## config.mk

```make
export PLATFORM = sky130hd
export DESIGN_NAME = tmr_scrubber
export DESIGN_NICKNAME = d
export VERILOG_FILES = /design/src/rtl/tmr_scrubber.sv
export SDC_FILE = /design/constraint.sdc
export NUM_CORES = 1
export LEC_CHECK = 0
export BUFFER_PORTS_ARGS = -buffer_cell sky130_fd_sc_hd__clkbuf_2
export CORE_ASPECT_RATIO = 1.1
export CORE_MARGIN = 10
export CORE_UTILIZATION = 54
export CTS_CLUSTER_DIAMETER = 40
export DETAILED_ROUTE_END_ITERATION = 8
export GPL_TIMING_DRIVEN = 0
export HOLD_SLACK_MARGIN = 0.12
export PLACE_DENSITY = 0.85
export SKIP_CTS_REPAIR_TIMING = 1
export SYNTH_ARGS = -nofsm -noshare
export SYNTH_HDL_FRONTEND = slang
export SYNTH_SLANG_ARGS = --single-unit
```

## constraint.sdc

```tcl
create_clock -name clk -period 6.4 [get_ports clk]
set_clock_uncertainty 0.15 [all_clocks]
set_input_delay 0.64 -clock clk [delete_from_list [all_inputs] [get_ports clk]]
set_output_delay 0.64 -clock clk [all_outputs]
set_load 0.03 [all_outputs]
```

## src/rtl/tmr_scrubber.sv

```systemverilog
// tmr_scrubber
//   Scrubs a bank of triplicated register bits. When start is seen in IDLE,
//   the scrubber votes on one bit per cycle. It reads copy_a/copy_b/copy_c at
//   the current index. When a triplicated bit has a disagreement, it raises a
//   valid/ready write-back request. That request carries the majority value
//   and the mask of disagreeing copies. The scrubber also keeps sticky
//   per-bit error flags and a saturating error count.
//
// Ports
//   clk, rstn          clock (rising edge), synchronous active-low reset
//   start              begin one full scan (only honoured in IDLE)
//   copy_a/b/c [W]     the three copies of every bank bit
//   wr_valid/wr_ready  write-back handshake
//   wr_idx [IDX_W]     bit index to repair
//   wr_val             majority value to write into all copies
//   wr_mask [3]        copies that disagreed, {c,b,a}
//   clr_err            clear err_cnt and err_bit (wins over a new detection)
//   busy               scan in progress (SCAN or FIX)
//   done               one-cycle pulse at the end of a scan
//   err_cnt [CNT_W]    saturating count of detected errors
//   err_bit [W]        sticky per-bit error flags
module tmr_scrubber #(
    parameter int              W          = 10,
    parameter logic [W-1:0]    TRIPLICATE = 10'b0101010101,
    parameter int              IDX_W      = 4,
    parameter int              CNT_W      = 8
) (
    input  logic             clk,
    input  logic             rstn,
    input  logic             start,
    input  logic [W-1:0]     copy_a,
    input  logic [W-1:0]     copy_b,
    input  logic [W-1:0]     copy_c,
    output logic             wr_valid,
    input  logic             wr_ready,
    output logic [IDX_W-1:0] wr_idx,
    output logic             wr_val,
    output logic [2:0]       wr_mask,
    input  logic             clr_err,
    output logic             busy,
    output logic             done,
    output logic [CNT_W-1:0] err_cnt,
    output logic [W-1:0]     err_bit
);

    typedef enum logic [1:0] {IDLE, SCAN, FIX, DONE} state_t;

    state_t           state_reg, state_next;
    logic [IDX_W-1:0] idx_reg, idx_next;
    logic [IDX_W-1:0] wr_idx_reg;
    logic             wr_val_reg;
    logic [2:0]       wr_mask_reg;
    logic [CNT_W-1:0] err_cnt_reg;
    logic [W-1:0]     err_bit_reg;

    logic       bit_a, bit_b, bit_c, maj, last, detect;
    logic [2:0] mism;

    always_comb begin
        bit_a  = copy_a[idx_reg];
        bit_b  = copy_b[idx_reg];
        bit_c  = copy_c[idx_reg];
        maj    = (bit_a & bit_b) | (bit_a & bit_c) | (bit_b & bit_c);
        mism   = {bit_c != maj, bit_b != maj, bit_a != maj};
        last   = (idx_reg == IDX_W'(W - 1));
        // Non-triplicated bits are skipped even if their copies differ.
        detect = (state_reg == SCAN) && TRIPLICATE[idx_reg] && (mism != 3'b000);
    end

    // Next-state and status outputs.
    always_comb begin
        state_next = state_reg;
        idx_next   = idx_reg;
        busy       = 1'b0;
        done       = 1'b0;
        wr_valid   = 1'b0;
        case (state_reg)
            IDLE: begin
                if (start) begin
                    state_next = SCAN;
                    idx_next   = '0;
                end
            end
            SCAN: begin
                busy = 1'b1;
                if (detect) begin
                    state_next = FIX;
                end else if (last) begin
                    state_next = DONE;
                end else begin
                    idx_next = idx_reg + IDX_W'(1);
                end
            end
            FIX: begin
                busy     = 1'b1;
                wr_valid = 1'b1;
                // The repaired bit is not revisited; move past it on acceptance.
                if (wr_ready) begin
                    if (last) begin
                        state_next = DONE;
                    end else begin
                        state_next = SCAN;
                        idx_next   = idx_reg + IDX_W'(1);
                    end
                end
            end
            DONE: begin
                done       = 1'b1;
                state_next = IDLE;
            end
            default: state_next = IDLE;
        endcase
    end

    always_ff @(posedge clk) begin
        if (!rstn) begin
            state_reg <= IDLE;
            idx_reg   <= '0;
        end else begin
            state_reg <= state_next;
            idx_reg   <= idx_next;
        end
    end

    // Write-back payload is captured once at detection and frozen through FIX,
    // so changes on copy_* during the handshake cannot disturb it.
    always_ff @(posedge clk) begin
        if (!rstn) begin
            wr_idx_reg  <= '0;
            wr_val_reg  <= 1'b0;
            wr_mask_reg <= 3'b000;
        end else if (detect) begin
            wr_idx_reg  <= idx_reg;
            wr_val_reg  <= maj;
            wr_mask_reg <= mism;
        end
    end

    // Error status. A clear in the same cycle as a detection discards that error.
    always_ff @(posedge clk) begin
        if (!rstn) begin
            err_cnt_reg <= '0;
            err_bit_reg <= '0;
        end else if (clr_err) begin
            err_cnt_reg <= '0;
            err_bit_reg <= '0;
        end else if (detect) begin
            err_bit_reg[idx_reg] <= 1'b1;
            if (err_cnt_reg != {CNT_W{1'b1}}) begin
                err_cnt_reg <= err_cnt_reg + CNT_W'(1);
            end
        end
    end

    assign wr_idx  = wr_idx_reg;
    assign wr_val  = wr_val_reg;
    assign wr_mask = wr_mask_reg;
    assign err_cnt = err_cnt_reg;
    assign err_bit = err_bit_reg;

endmodule
```

### Yosys cells after proc, flatten, opt, wreduce, memory -nomap -nowiden

Memories as Yosys holds them, arrays and structs flattened. A register that Yosys moved wholly into a read port is not among the register bits.
Cells that the tools add are included.

* register bits: 32
* bits in read-only memories: 16
* input bits: 35
* output and inout port bits: 29
* word-level logic and storage cells: 67
* memories kept: 1

Memories
* (name not given): depth 16, bits a word 1, rd ports 1, clocked after Yosys merged registers in 1, wr ports 0, RTL line 67 `detect = (state_reg == SCAN) && TRIPLICATE[idx_reg] && (mism != 3'b000);`

* add/sub/neg operators: 2
* $lt $le $gt $ge: 2
* eq/ne operators: 12
* multiplexer cells: 25
* bitwise gates (word level): 7
* reductions and logical operators: 11

Operators with widths (number)
* $mux 4: 6
* $bmux 1 s4: 3
* $pmux 4 s3: 1
* $mux 2: 5
* $or 10x10->10: 1
* $add 8x1->8 const B: 1
* $mux 1: 8
* $ne 8x8->1 const B: 1
* $pmux 2 s4: 1
* $ne 2x2->1 const B: 3
* $reduce_bool 3->1: 2
* $lt 4x5->1 const B: 1
* $add 4x1->4 const B: 1
* $demux 1 s4: 1
* $eq 2x2->1 const B: 2
* $eq 4x4->1 const B: 1
* $ge 4x1->1 const B: 1
* $reduce_and 4->1: 1
* $reduce_or 2->1: 2
* $and 1x1->1: 3
* $logic_and 1x1->1: 3
* $ne 1x1->1: 3
* $ne 3x3->1 const B: 1
* $reduce_and 3->1: 1
* 5 further kinds: 6

### Longest topological paths before layout

Gate-level depths: netlist of run 1.

* word-level depth: 12
* depth in mapped cells: 12
* gate-level depth less buffers: 9

### Least setup slack after synthesis of run 1

No wires, ideal clock.

* path kind: input port to flip-flop
* start point: in copy_b[5]
* end point: reg idx_reg[2]
* library setup time: 132 ps
* arrival: 2982 ps
* required time: 6118 ps
* setup slack: 3136 ps
* stages: 10
* buffers on the path: 1
* cells stage by stage: mux4_1 a22oi_1 o21ai_2 ha_1 a31oi_1 o41ai_4 and2_2 buf_6 a2111oi_0 o22ai_1

* cells in the longest elaborated chain, start to end: 10
* elaborated cells on any way between the ends: 13
* classes of those cells: eq/ne: 4; mux: 2; bitwise: 4; reduce/logical: 3

Ends and longest elaborated chain
* start: declaration: RTL line 32 `input logic [W-1:0] copy_b,`
* $bmux 1 s4 (*): RTL line 61 `bit_b = copy_b[idx_reg];`
* $mux 1 (not written as such) (*): RTL line 61
* $and 1x1->1: RTL line 63 `maj = (bit_a & bit_b) | (bit_a & bit_c) | (bit_b & bit_c);`
* $or 1x1->1 (2 in series): RTL line 63
* $ne 1x1->1: RTL line 64 `mism = {bit_c != maj, bit_b != maj, bit_a != maj};`
* $reduce_bool 3->1 (*): RTL line 67
* $logic_and 1x1->1 (*): RTL line 67
* $ne 2x2->1 (no source line) (*)
* $reduce_and 4->1 (no source line) (*)
* end signal: assignment: RTL line 121 `idx_reg <= idx_next;`
* end: declaration: RTL line 49 `logic [IDX_W-1:0] idx_reg, idx_next;`

Mark *: on every way between the ends. The rest lies on a longest branch, timed or not. The select of a mux whose other input is x is not followed.
A chain may end at the register's enable or synchronous reset.

### Worst setup path in the final report of run 1

* start point: reg idx_reg[0]
* end point: reg idx_reg[2]

* cells in the longest elaborated chain, start to end: 10
* elaborated cells on any way between the ends: 24
* classes of those cells: add/sub: 1; eq/ne: 5; mux: 10; bitwise: 5; reduce/logical: 3

Ends and longest elaborated chain (RTL line)
* $bmux 1 s4 (on tied branches): 60, 61, 62
* $mux 1 (on tied branches): 60, 61, 62
* $and 1x1->1: 63
* $or 1x1->1 (2 in series): 63
* $ne 1x1->1: 64
* $reduce_bool 3->1: 67
* $logic_and 1x1->1: 67
* $ne 2x2->1 (no source line)
* $reduce_and 4->1 (no source line)

Parallel ways exist; a longest one is shown, timed or not. The select of a mux whose other input is x is not followed.

==> results of run 1 <==
-- through the flow --
step                hold WS [ns]  setup slack (ns)  utilization, %  instances  cell area (µm²)
floorplan                  0.328              3.14               -        203             1870
global placement           0.290              2.86            67.5        314             2250
detailed placement         0.303              2.81            67.5        314             2250
CTS                        0.317              2.73            70.6        322             2350
global route               0.342              2.49            70.6        322             2350
finish                     0.311              2.70            70.6        322             2350
-- cell type report --
| type | count | area [µm²] |
|---|---|---|
| Timing Repair Buffer | 63 | 315 |
| Clock buffer | 5 | 37.5 |
| Sequential cell | 33 | 661 |
| Fill cell | 281 | 978 |
| Buffer | 11 | 67.6 |
| Inverter | 9 | 33.8 |
| Tap cell | 48 | 60.1 |
| Clock inverter | 3 | 65.1 |
| Multi-Input combinational cell | 150 | 1110 |
-- worst max path at each step --
| stage | startpoint | endpoint | slack [ns] |
|---|---|---|---|
| floorplan | copy_b[5] | idx_reg[2] | 3.14 |
| global placement | copy_b[5] | state_reg[0] | 2.86 |
| detailed placement | copy_b[5] | idx_reg[2] | 2.81 |
| CTS | idx_reg[0] | idx_reg[2] | 2.73 |
| global route | idx_reg[0] | idx_reg[2] | 2.49 |
| finish | idx_reg[0] | idx_reg[2] | 2.70 |
-- metal layers --
metal  share of wire, %  up-vias  global-route usage, %
met5                  0        -                      0
met2                 48       70                   28.6
met3                7.1       13                   5.79
met1                 42      870                   18.2
met4                2.1        0                   6.88
li1                   -      901                      -
-- cells in the final DEF, fill, tap and decap left out, types with 3 or more instances in the layout --
master    Yosys  routed
ha_1         10      10
mux2i_1       4       4
and3_1        7       7
clkbuf_1      6       6
nor2b_1       4       4
a31oi_1      11      11
buf_6         3       3
clkbuf_2      0      63
nand2_1      19      19
nand4_1       5       5
nor3_1        3       3
xor2_1        4       4
dfxtp_1      33      33
o21ai_0       4       4
a21boi_1      4       4
a22oi_1       3       3
inv_1         9       9
clkbuf_4      0       5
mux4_1        4       4
nor2_1       20      20
o22ai_1       4       4
nand3_1       7       7
a21oi_1       6       6
-- tightest hold or removal path, cell delays in order (launching register included) --
cell      delay [ns]
dfxtp_1         0.32
nand2_1         0.05
a21boi_1        0.05
-- logic make-up after synthesis --
group           after synthesis  synth area share (%)
simple gates                 75                  19.5
compound gates               49                  20.0
flops                        33                  35.2
buf+inv                      20                  5.41
mux                          12                  11.3
fa+ha+maj                    10                  6.68
xor+xnor                      4                  1.87
-- power breakdown --
| part | switching, mW | total, mW | internal [mW] | leakage [nW] |
|---|---|---|---|---|
| logic | 0.232 | 0.384 | 0.152 | 0.700 |
| clock network | 0.0748 | 0.196 | 0.121 | 0.0552 |
| registers | 0.0207 | 0.249 | 0.228 | 0.267 |
-- Yosys cell counts, drive strengths merged --
library cell	instances
dfxtp	33
and2	4
a31oi	11
a41o	1
a311oi	2
a22oi	4
a21boi	4
a2111oi	3
nor3	3
mux4	6
a211oi	1
inv	9
ha	10
a32o	1
o2111a	1
o41ai	1
o21ai	6
nor3b	2
mux2i	4
nor2b	4
nand4	5
clkbuf	6
buf	5
nand2b	2
mux2	2
o22a	1
xor2	4
nand2	20
a2111o	1
nand3	7
nor2	20
nand3b	1
a41oi	1
o22ai	4
o31ai	1
and3	7
a21oi	6
==> reports/metrics.csv, run 1 <==
metric,value,unit
status,"finished, final reports clean",
number of global-route vias before repair,1779,
Clock Latency Late Sink,0.34,ns
"most used cell, CP",buf_6,
achievable frequency,270,MHz
HP Class,flip-flop to flip-flop,
CP endpoint kind,flip-flop,
CP max FO,10,
CP cell instances,buf_6 > mux4_2 > a22oi_1 > o21ai_2 > ha_1 > a31oi_1 > o41ai_4 > and2_2 > buf_6 > a2111oi_0 > o22ai_1,
drt pass-1 iters,4,
max-cap viol count,0,
post-layout min period,3.70,ns
reg2reg start,idx_reg[0],
antenna violations before repair,0,
Final period util,57.9,%
GRT Overall Usage,16.4,%
Hold Path Cell Cnt,2,
"Area growth, synth to finish",25.5,%
hold path startpoint,wr_idx[1],
H-tree depth,2,
"Hold Vio Cnt, Final",0,
RSZ-0062 raised after global routing,no,
first-pass GRT wire length,8.43,mm
Chip Height,81.8,µm
Final setup viols,0,
Worst Path Buf+Inv,2,
crit path kind,flip-flop to flip-flop,
cell family with most CP delay,compound AO/OA/AOI/OAI gates,
routed vias/inst,5.76,
Synth Area per Inst,9.23,µm²
cell depth of the worst setup path,11,
die area,6230,µm²
largest net degree at the start of global routing,12,
GRT overflow,0,
Worst EP required,6.45,ns
DRC,0,
Startpoint Class,flip-flop,
max reg flops,10,
power density cells,352,nW/µm²
Core ar.,3330,µm²
Routed Antenna Nets,0,
Rows,22,
final net count,318,
cell taking the most area after synthesis,dfxtp_1,
Mapped Nets,248,
Yosys warning count,0,
clk sinks,33,
DP Wirelength,3.88,mm
number of buffers created by CTS,5,
drt first-iter violations,150,
drt total wl,5.12,mm
worst r2r dst,idx_reg[2],
synthesized area,1870,µm²
final setup TNS,0,ns
"Slowest-stage cell, CP",mux4_2,
CP peak stage delay,0.51,ns
Ports,64,
Clock transition at path regs,0.11,ns
# port buffers,63,
Reg2Reg Setup Slack,2.70,ns
layout cells sized above 1,31.4,%
cells after synthesis,203,
hold endpoint,wr_idx[1],
diodes inserted,0,
Netlist cell types,45,
overall power,829,µW
worst slew pin tran,0.628,ns
fin. max-slew vios,0,
Seq cells post-synth,33,
"Seq/Total Area, Yosys",35.2,%
Max IR drop VDD,0.000263,V
top cell type's share of synthesized area,35.2,%
drt wl/cell,15.9,µm
Worst Path Arrival,3.76,ns
Slew headroom,58.1,%
DR vias,1854,
TritonCTS clock tree,done,
Root Buffer,clkbuf_4,
Synth area leaders,"dfxtp_1, ha_1, mux4_1, nor2_1, nand2_1",
gpl congestion,0.867,
Die W,76.2,µm
worst-case clock buffer depth,2,
Initial Util,56.3,%
Leak,1.02,nW
number of cells on the worst reg-to-reg path,11,
No activity file was read; power rests on OpenSTA's default activity.
==> run 2, diff against run 1 <==
--- a/config.mk
+++ b/config.mk
@@ -5,15 +5,16 @@
 export SDC_FILE = /design/constraint.sdc
 export NUM_CORES = 1
 export LEC_CHECK = 0
+export ABC_AREA = 1
 export BUFFER_PORTS_ARGS = -buffer_cell sky130_fd_sc_hd__clkbuf_2
 export CORE_ASPECT_RATIO = 1.1
 export CORE_MARGIN = 10
-export CORE_UTILIZATION = 54
+export CORE_UTILIZATION = 46
 export CTS_CLUSTER_DIAMETER = 40
 export DETAILED_ROUTE_END_ITERATION = 8
 export GPL_TIMING_DRIVEN = 0
 export HOLD_SLACK_MARGIN = 0.12
-export PLACE_DENSITY = 0.85
+export PLACE_DENSITY = 0.76
 export SKIP_CTS_REPAIR_TIMING = 1
 export SYNTH_ARGS = -nofsm -noshare
 export SYNTH_HDL_FRONTEND = slang
==> constraint.sdc (replaced) <==
create_clock -name clk -period 3.3 [get_ports clk]
set_clock_uncertainty 0.15 [all_clocks]
set_input_delay 0.33 -clock clk [delete_from_list [all_inputs] [get_ports clk]]
set_output_delay 0.33 -clock clk [all_outputs]
set_load 0.03 [all_outputs]
==> run 2 against run 1 <==
Compared with the run above: clock power up 70%; sequential share of layout area is 1.6 points lower; via count up 10%; critical path type unchanged; die area increased by 19%; count of clock-buffer cells in the layout grew 2; wire length grew 0.90%; sequential power rose by 110%.
==> reports/metrics.csv, run 2 <==
metric,value,unit,change
status,"finished, final reports clean",,
cell family with most CP delay,simple AND/OR/NAND/NOR gates,,
Worst Path Buf+Inv,6,,+4
drt total wl,5.17,mm,+0.90%
Synth area leaders,"dfxtp_1, nand2_1, inv_1, ha_1, nand3_1",,
fin. max-slew vios,0,,unchanged
antenna violations before repair,0,,unchanged
Clock Latency Late Sink,0.28,ns,-0.06 ns
Final setup viols,0,,unchanged
# port buffers,63,,unchanged
TritonCTS clock tree,done,,
Core ar.,4250,µm²,+28%
diodes inserted,0,,unchanged
post-layout min period,2.58,ns,-1.12 ns
achievable frequency,387,MHz,+43%
Slew headroom,68.6,%,+11 points
"EDFF count, synth",0,,unchanged
most frequent cells after synthesis,"nand2_1, inv_1, dfxtp_1, nor2_1, nand3_1",,
cells after synthesis,290,,+43%
power density cells,772,nW/µm²,+120%
Initial Util,47.2,%,-9.1 points
top cell type's share of synthesized area,32.9,%,-2.3 points
"commonest non-fill, non-tap cell in the layout",nand2_1,,
first-pass GRT wire length,8.99,mm,+6.6%
"Hold Vio Cnt, Final",0,,unchanged
"Area growth, synth to finish",24.1,%,
worst-case clock buffer depth,2,,unchanged
layout cells sized above 1,26.3,%,-5.1 points
WL met1,2.32,mm,+6.8%
Final period util,78.3,%,+20 points
Netlist cell types,33,,-27%
crit path kind,flip-flop to flip-flop,,
DR vias,2040,,+10%
cell taking the most area after synthesis,dfxtp_1,,
Ports,64,,unchanged
asr flop ratio synth,0,%,unchanged
drt first-iter violations,92,,-39%
Worst Path Arrival,2.61,ns,-1.15 ns
"worst slack, placed",0.740,ns,-2.07 ns
Clock transition at path regs,0.07,ns,-0.04 ns
DR top layer,met4,,
Yosys warning count,0,,unchanged
"Primary FF master, synth",dfxtp_1,,
Synth Area per Inst,6.92,µm²,-25%
Leak,1.22,nW,+20%
"count leader, synth",nand2_1,,
CP peak stage delay,0.38,ns,-0.13 ns
drt pass-1 iters,4,,unchanged
RSZ-0062 raised after global routing,no,,
DP Wirelength,4.12,mm,+6.1%
CP cell instances,buf_6 > inv_4 > buf_6 > nand3_1 > nand2_1 > nand2_1 > nand2_1 > nor2_2 > inv_1 > ha_1 > nand3_1 > nand2_8 > inv_6 > nand2_4 > nand2_1 > a21oi_2 > inv_2,,
Rows,25,,+14%
CP endpoint kind,flip-flop,,
synthesized area,2010,µm²,+7.1%
max-cap viol count,0,,unchanged
most frequent cells in the layout,"nand2_1, clkbuf_2, inv_1",,
drt wl/cell,12.5,µm,-22%
final net count,405,,+27%
HP Class,input pin to flip-flop,,
routed vias/inst,4.92,,-15%
Chip Height,89.3,µm,+9.2%
clk sinks,33,,unchanged
Root Buffer,clkbuf_8,,
Worst EP required,3.33,ns,-3.12 ns
Routed Antenna Nets,0,,unchanged
GRT overflow,0,,unchanged
number of buffers created by CTS,5,,unchanged
die area,7410,µm²,+19%
Mapped Nets,335,,+35%
Startpoint Class,flip-flop,,
number of global-route vias before repair,2067,,+16%
worst slew pin tran,0.472,ns,-0.156 ns
"most used cell, CP",nand2_1,,
routed wl met2,2.43,mm,-1.9%
H-tree depth,2,,unchanged
Die W,83.0,µm,+9.0%
max reg flops,10,,unchanged
CP max FO,11,,+1
Met3 Routed Length,312,µm,-15%
"Slowest-stage cell, CP",dfxtp_1,,
GRT Overall Usage,14.2,%,-2.2 points
"Seq/Total Area, Yosys",32.9,%,-2.3 points
largest net degree at the start of global routing,12,,unchanged
Max IR drop VDD,0.000298,V,+13%
DRC,0,,unchanged
final worst setup slack,0.716,ns,-1.98 ns
gpl congestion,0.912,,+5.2%
Seq cells post-synth,33,,unchanged
final setup TNS,0,ns,unchanged
run 2: cell types whose count changed after synthesis, moves of 5 or more:
| cell | delta |
|---|---|
| a31oi_1 | -7 |
| o21ai_0 | +5 |
| inv_1 | +26 |
| a21oi_1 | +16 |
| and3_1 | -7 |
| nand2_1 | +47 |
| nand3_1 | +18 |
| nor2_1 | +13 |
run 2: stage by stage:
step / std cells / cell area [µm²] / hold slack (ns) / total power, mW / util [%]
detailed placement: 407 / 2390 / 0.313 / 1.61 / 56.2
CTS: 415 / 2490 / 0.152 / 1.94 / 58.6
floorplan: 290 / 2010 / 0.318 / 1.36 / -
finish: 415 / 2490 / 0.159 / 1.92 / 58.6
global placement: 407 / 2390 / 0.296 / 1.59 / 56.2
global route: 415 / 2490 / 0.170 / 2.08 / 58.6
run 2: worst min-delay path, stage by stage:
cell      delay (ns)
clkbuf_2        0.10
o21ai_0         0.07
a21oi_1         0.04
run 2: path summary, 6_finish.rpt:
path | from | endpoint | slack [ns] | depth (start not counted)
max | idx_reg[0] | flip-flop | 0.72 | 17
max reg2reg | idx_reg[0] | flip-flop | 0.72 | 17
min | rstn | wr_val | 0.16 | 3
min reg2reg | err_bit[8] | err_bit[8] | 0.32 | 2
run 2: kinds of logic after synthesis:
logic type                 synth area share [%]
buffers and inverters                      11.4
adders and majority gates                  6.23
and+or+nand+nor                            32.5
DFF                                        32.9
AOI/OAI and AO/OA                          13.1
xor gates and xnor gates                   3.93
run 2: layout make-up:
class,instances,area (µm²)
Buffer,9,75.1
Clock buffer,7,96.3
Clock inverter,1,5.00
Fill cell,423,1760
Inverter,39,154
Multi-Input combinational cell,209,1120
Sequential cell,33,661
Tap cell,54,67.6
Timing Repair Buffer,63,315
run 2: metal layers:
layer,up-vias,track usage (%)
met5,-,0
met4,0,5.73
met3,11,3.74
met2,67,25.3
met1,890,15.8
li1,1072,-
run 2: power breakdown:
part / switching (mW) / total, mW / internal (mW) / leakage, nW
combinational: 0.700 / 1.06 / 0.359 / 0.900
clock: 0.145 / 0.334 / 0.188 / 0.0542
sequential: 0.0531 / 0.530 / 0.477 / 0.268
total: 0.899 / 1.92 / 1.02 / 1.22
==> run 3, diff against run 2 <==
==> constraint.sdc (replaced) <==
create_clock -name clk -period 2.3 [get_ports clk]
set_clock_uncertainty 0.15 [all_clocks]
set_input_delay 0.23 -clock clk [delete_from_list [all_inputs] [get_ports clk]]
set_output_delay 0.23 -clock clk [all_outputs]
set_load 0.03 [all_outputs]
==> run 3 against run 2 <==
Compared with the run above: the flow now finishes with violations (setup timing); global-route usage unchanged; wire length increased by 13%; register-to-register slack worse by 0.81 ns; die area stayed put; core utilization up 7.3 points; first-iteration DRC count increased by 17%; non-clock buffer count grew 13; largest power group unchanged.
==> reports/metrics.csv, run 3 (synthesis results as in run 2) <==
metric,value,unit,change
largest net degree at the start of global routing,12,,unchanged
GRT overflow,0,,unchanged
overall power,3.28,mW,+70%
HP Class,input pin to flip-flop,,
area of the multi-input gates,1280,µm²,+15%
Slew headroom,62.6,%,-6.0 points
Placement Cell Area,2390,µm²,unchanged
Final setup viols,27,,+27
failing checks,setup timing,,
final instance area,2800,µm²,+12%
Clock Latency Late Sink,0.29,ns,about the same
Worst Path Arrival,2.43,ns,-0.18 ns
Root Buffer,clkbuf_8,,
H-tree depth,2,,unchanged
Max IR drop VDD,0.000462,V,+55%
max reg flops,10,,unchanged
final worst setup slack,-0.0947,ns,-0.811 ns
drt first-iter violations,108,,+17%
first-pass GRT wire length,8.99,mm,unchanged
routed vias/inst,5.01,,+1.9%
Worst EP required,2.34,ns,-0.99 ns
Initial Util,47.2,%,unchanged
# port buffers,63,,unchanged
"Slowest-stage cell, CP",dfxtp_2,,
CP endpoint kind,flip-flop,,
gpl congestion,0.912,,unchanged
Final period util,104,%,+26 points
drt pass-1 iters,4,,unchanged
layout cells sized above 1,37.2,%,+11 points
Ports,64,,unchanged
final net count,418,,+3.2%
status,finished with violations,,
# placed instances,407,,unchanged
most frequent cells in the layout,"clkbuf_2, nand2_1, inv_1",,
RSZ-0062 raised after global routing,yes,,
"Area growth, synth to finish",39.6,%,
Rows,25,,unchanged
"worst slack, placed",-0.260,ns,-1.00 ns
fin. max-slew vios,0,,unchanged
Final Non-Filler Cells,428,,+3.1%
drt wl/cell,13.7,µm,+9.7%
clk sinks,33,,unchanged
"Hold Vio Cnt, Final",0,,unchanged
CP peak stage delay,0.36,ns,-0.02 ns
CP cell instances,buf_6 > buf_6 > nor2_1 > nor2_1 > nand2_1 > a21boi_4 > nor2_4 > buf_4 > buf_4 > nand3_2 > nand2_2 > nand2_4 > nand2_8 > clkinv_8 > nand3_1 > a21oi_4 > inv_2,,
achievable frequency,418,MHz,+7.9%
max-cap viol count,0,,unchanged
GRT Overall Usage,14.2,%,unchanged
Clock transition at path regs,0.07,ns,about the same
die area,7410,µm²,unchanged
final setup TNS,-0.952,ns,-0.952 ns
Die W,83.0,µm,unchanged
drt total wl,5.85,mm,+13%
FILL cells,383,,-9.5%
Routed Antenna Nets,0,,unchanged
DR vias,2143,,+5.0%
worst-case clock buffer depth,2,,unchanged
CP max FO,8,,-3
Sequential cell area,668,µm²,+1.1%
antenna violations before repair,0,,unchanged
Leak,1.33,nW,+8.7%
number of buffers created by CTS,5,,unchanged
diodes inserted,0,,unchanged
number of global-route vias before repair,2067,,unchanged
Core ar.,4250,µm²,unchanged
Chip Height,89.3,µm,unchanged
DRC,0,,unchanged
DP Wirelength,4.12,mm,unchanged
post-layout min period,2.39,ns,-0.189 ns
power density cells,1170,nW/µm²,+51%
crit path kind,flip-flop to flip-flop,,
"commonest non-fill, non-tap cell in the layout",clkbuf_2,,
Startpoint Class,flip-flop,,
worst slew pin tran,0.561,ns,+0.0898 ns
TritonCTS clock tree,done,,
-- run 3: changes by cell type in the layout (fill, tap and decap cells not counted), moves of 3 or more --
cell / delta
nand3_1: -3
nand2_1: -5
dfxtp_2: +3
nand2_2: +4
a211oi_2: +3
a21oi_2: +4
buf_4: +7
dfxtp_1: -4
a211oi_1: -3
nor2_4: +4
a21oi_1: -5
nor2_1: -6
inv_1: -3
-- run 3: final timing paths --
kind	start	slack (ns)	cells after the start	end
hold reg to reg	wr_mask[2]	0.32	2	wr_mask[2]
hold / removal	start	0.26	6	state_reg[0]
setup / recovery	idx_reg[0]	-0.09	17	flip-flop
setup reg to reg	idx_reg[0]	-0.09	17	flip-flop
-- run 3: final cells by class --
type,count,share of cell area (%)
repair buffers,76,15.0
flip-flops and latches,33,23.8
plain buffers,9,3.35
clock inverters,1,0.179
clock buffers,7,3.44
well taps,54,2.41
multi-input cells,209,45.8
inverters,39,5.94
-- run 3: critical path: cells and delay by family (launching register included) --
kind | cells | cell delay, ns
flops | 1 | 0.36
buf+inv | 6 | 0.64
simple gates | 9 | 0.75
compound gates | 2 | 0.39
-- run 3: layer usage --
layer | up-vias | global-route usage [%] | routed length [µm]
li1 | 1097 | - | -
met1 | 958 | 15.8 | 2470
met5 | - | 0 | 0
met4 | 0 | 5.73 | 99
met2 | 77 | 25.3 | 2910
met3 | 11 | 3.74 | 370
-- run 3: per-stage QoR --
step | utilization, % | hold slack, ns
6_report | 65.9 | 0.264
5_1_grt | 65.9 | 0.317
4_1_cts | 58.6 | 0.0523
3_5_place_dp | 56.2 | 0.313
3_3_place_gp | 56.2 | 0.296
2_1_floorplan | - | 0.218
-- run 3: power by group --
group          total (mW)  switching [mW]  internal, mW
combinational        2.01            1.25         0.759
clock               0.486           0.216         0.270
sequential          0.780          0.0922         0.688
total                3.28            1.56          1.72
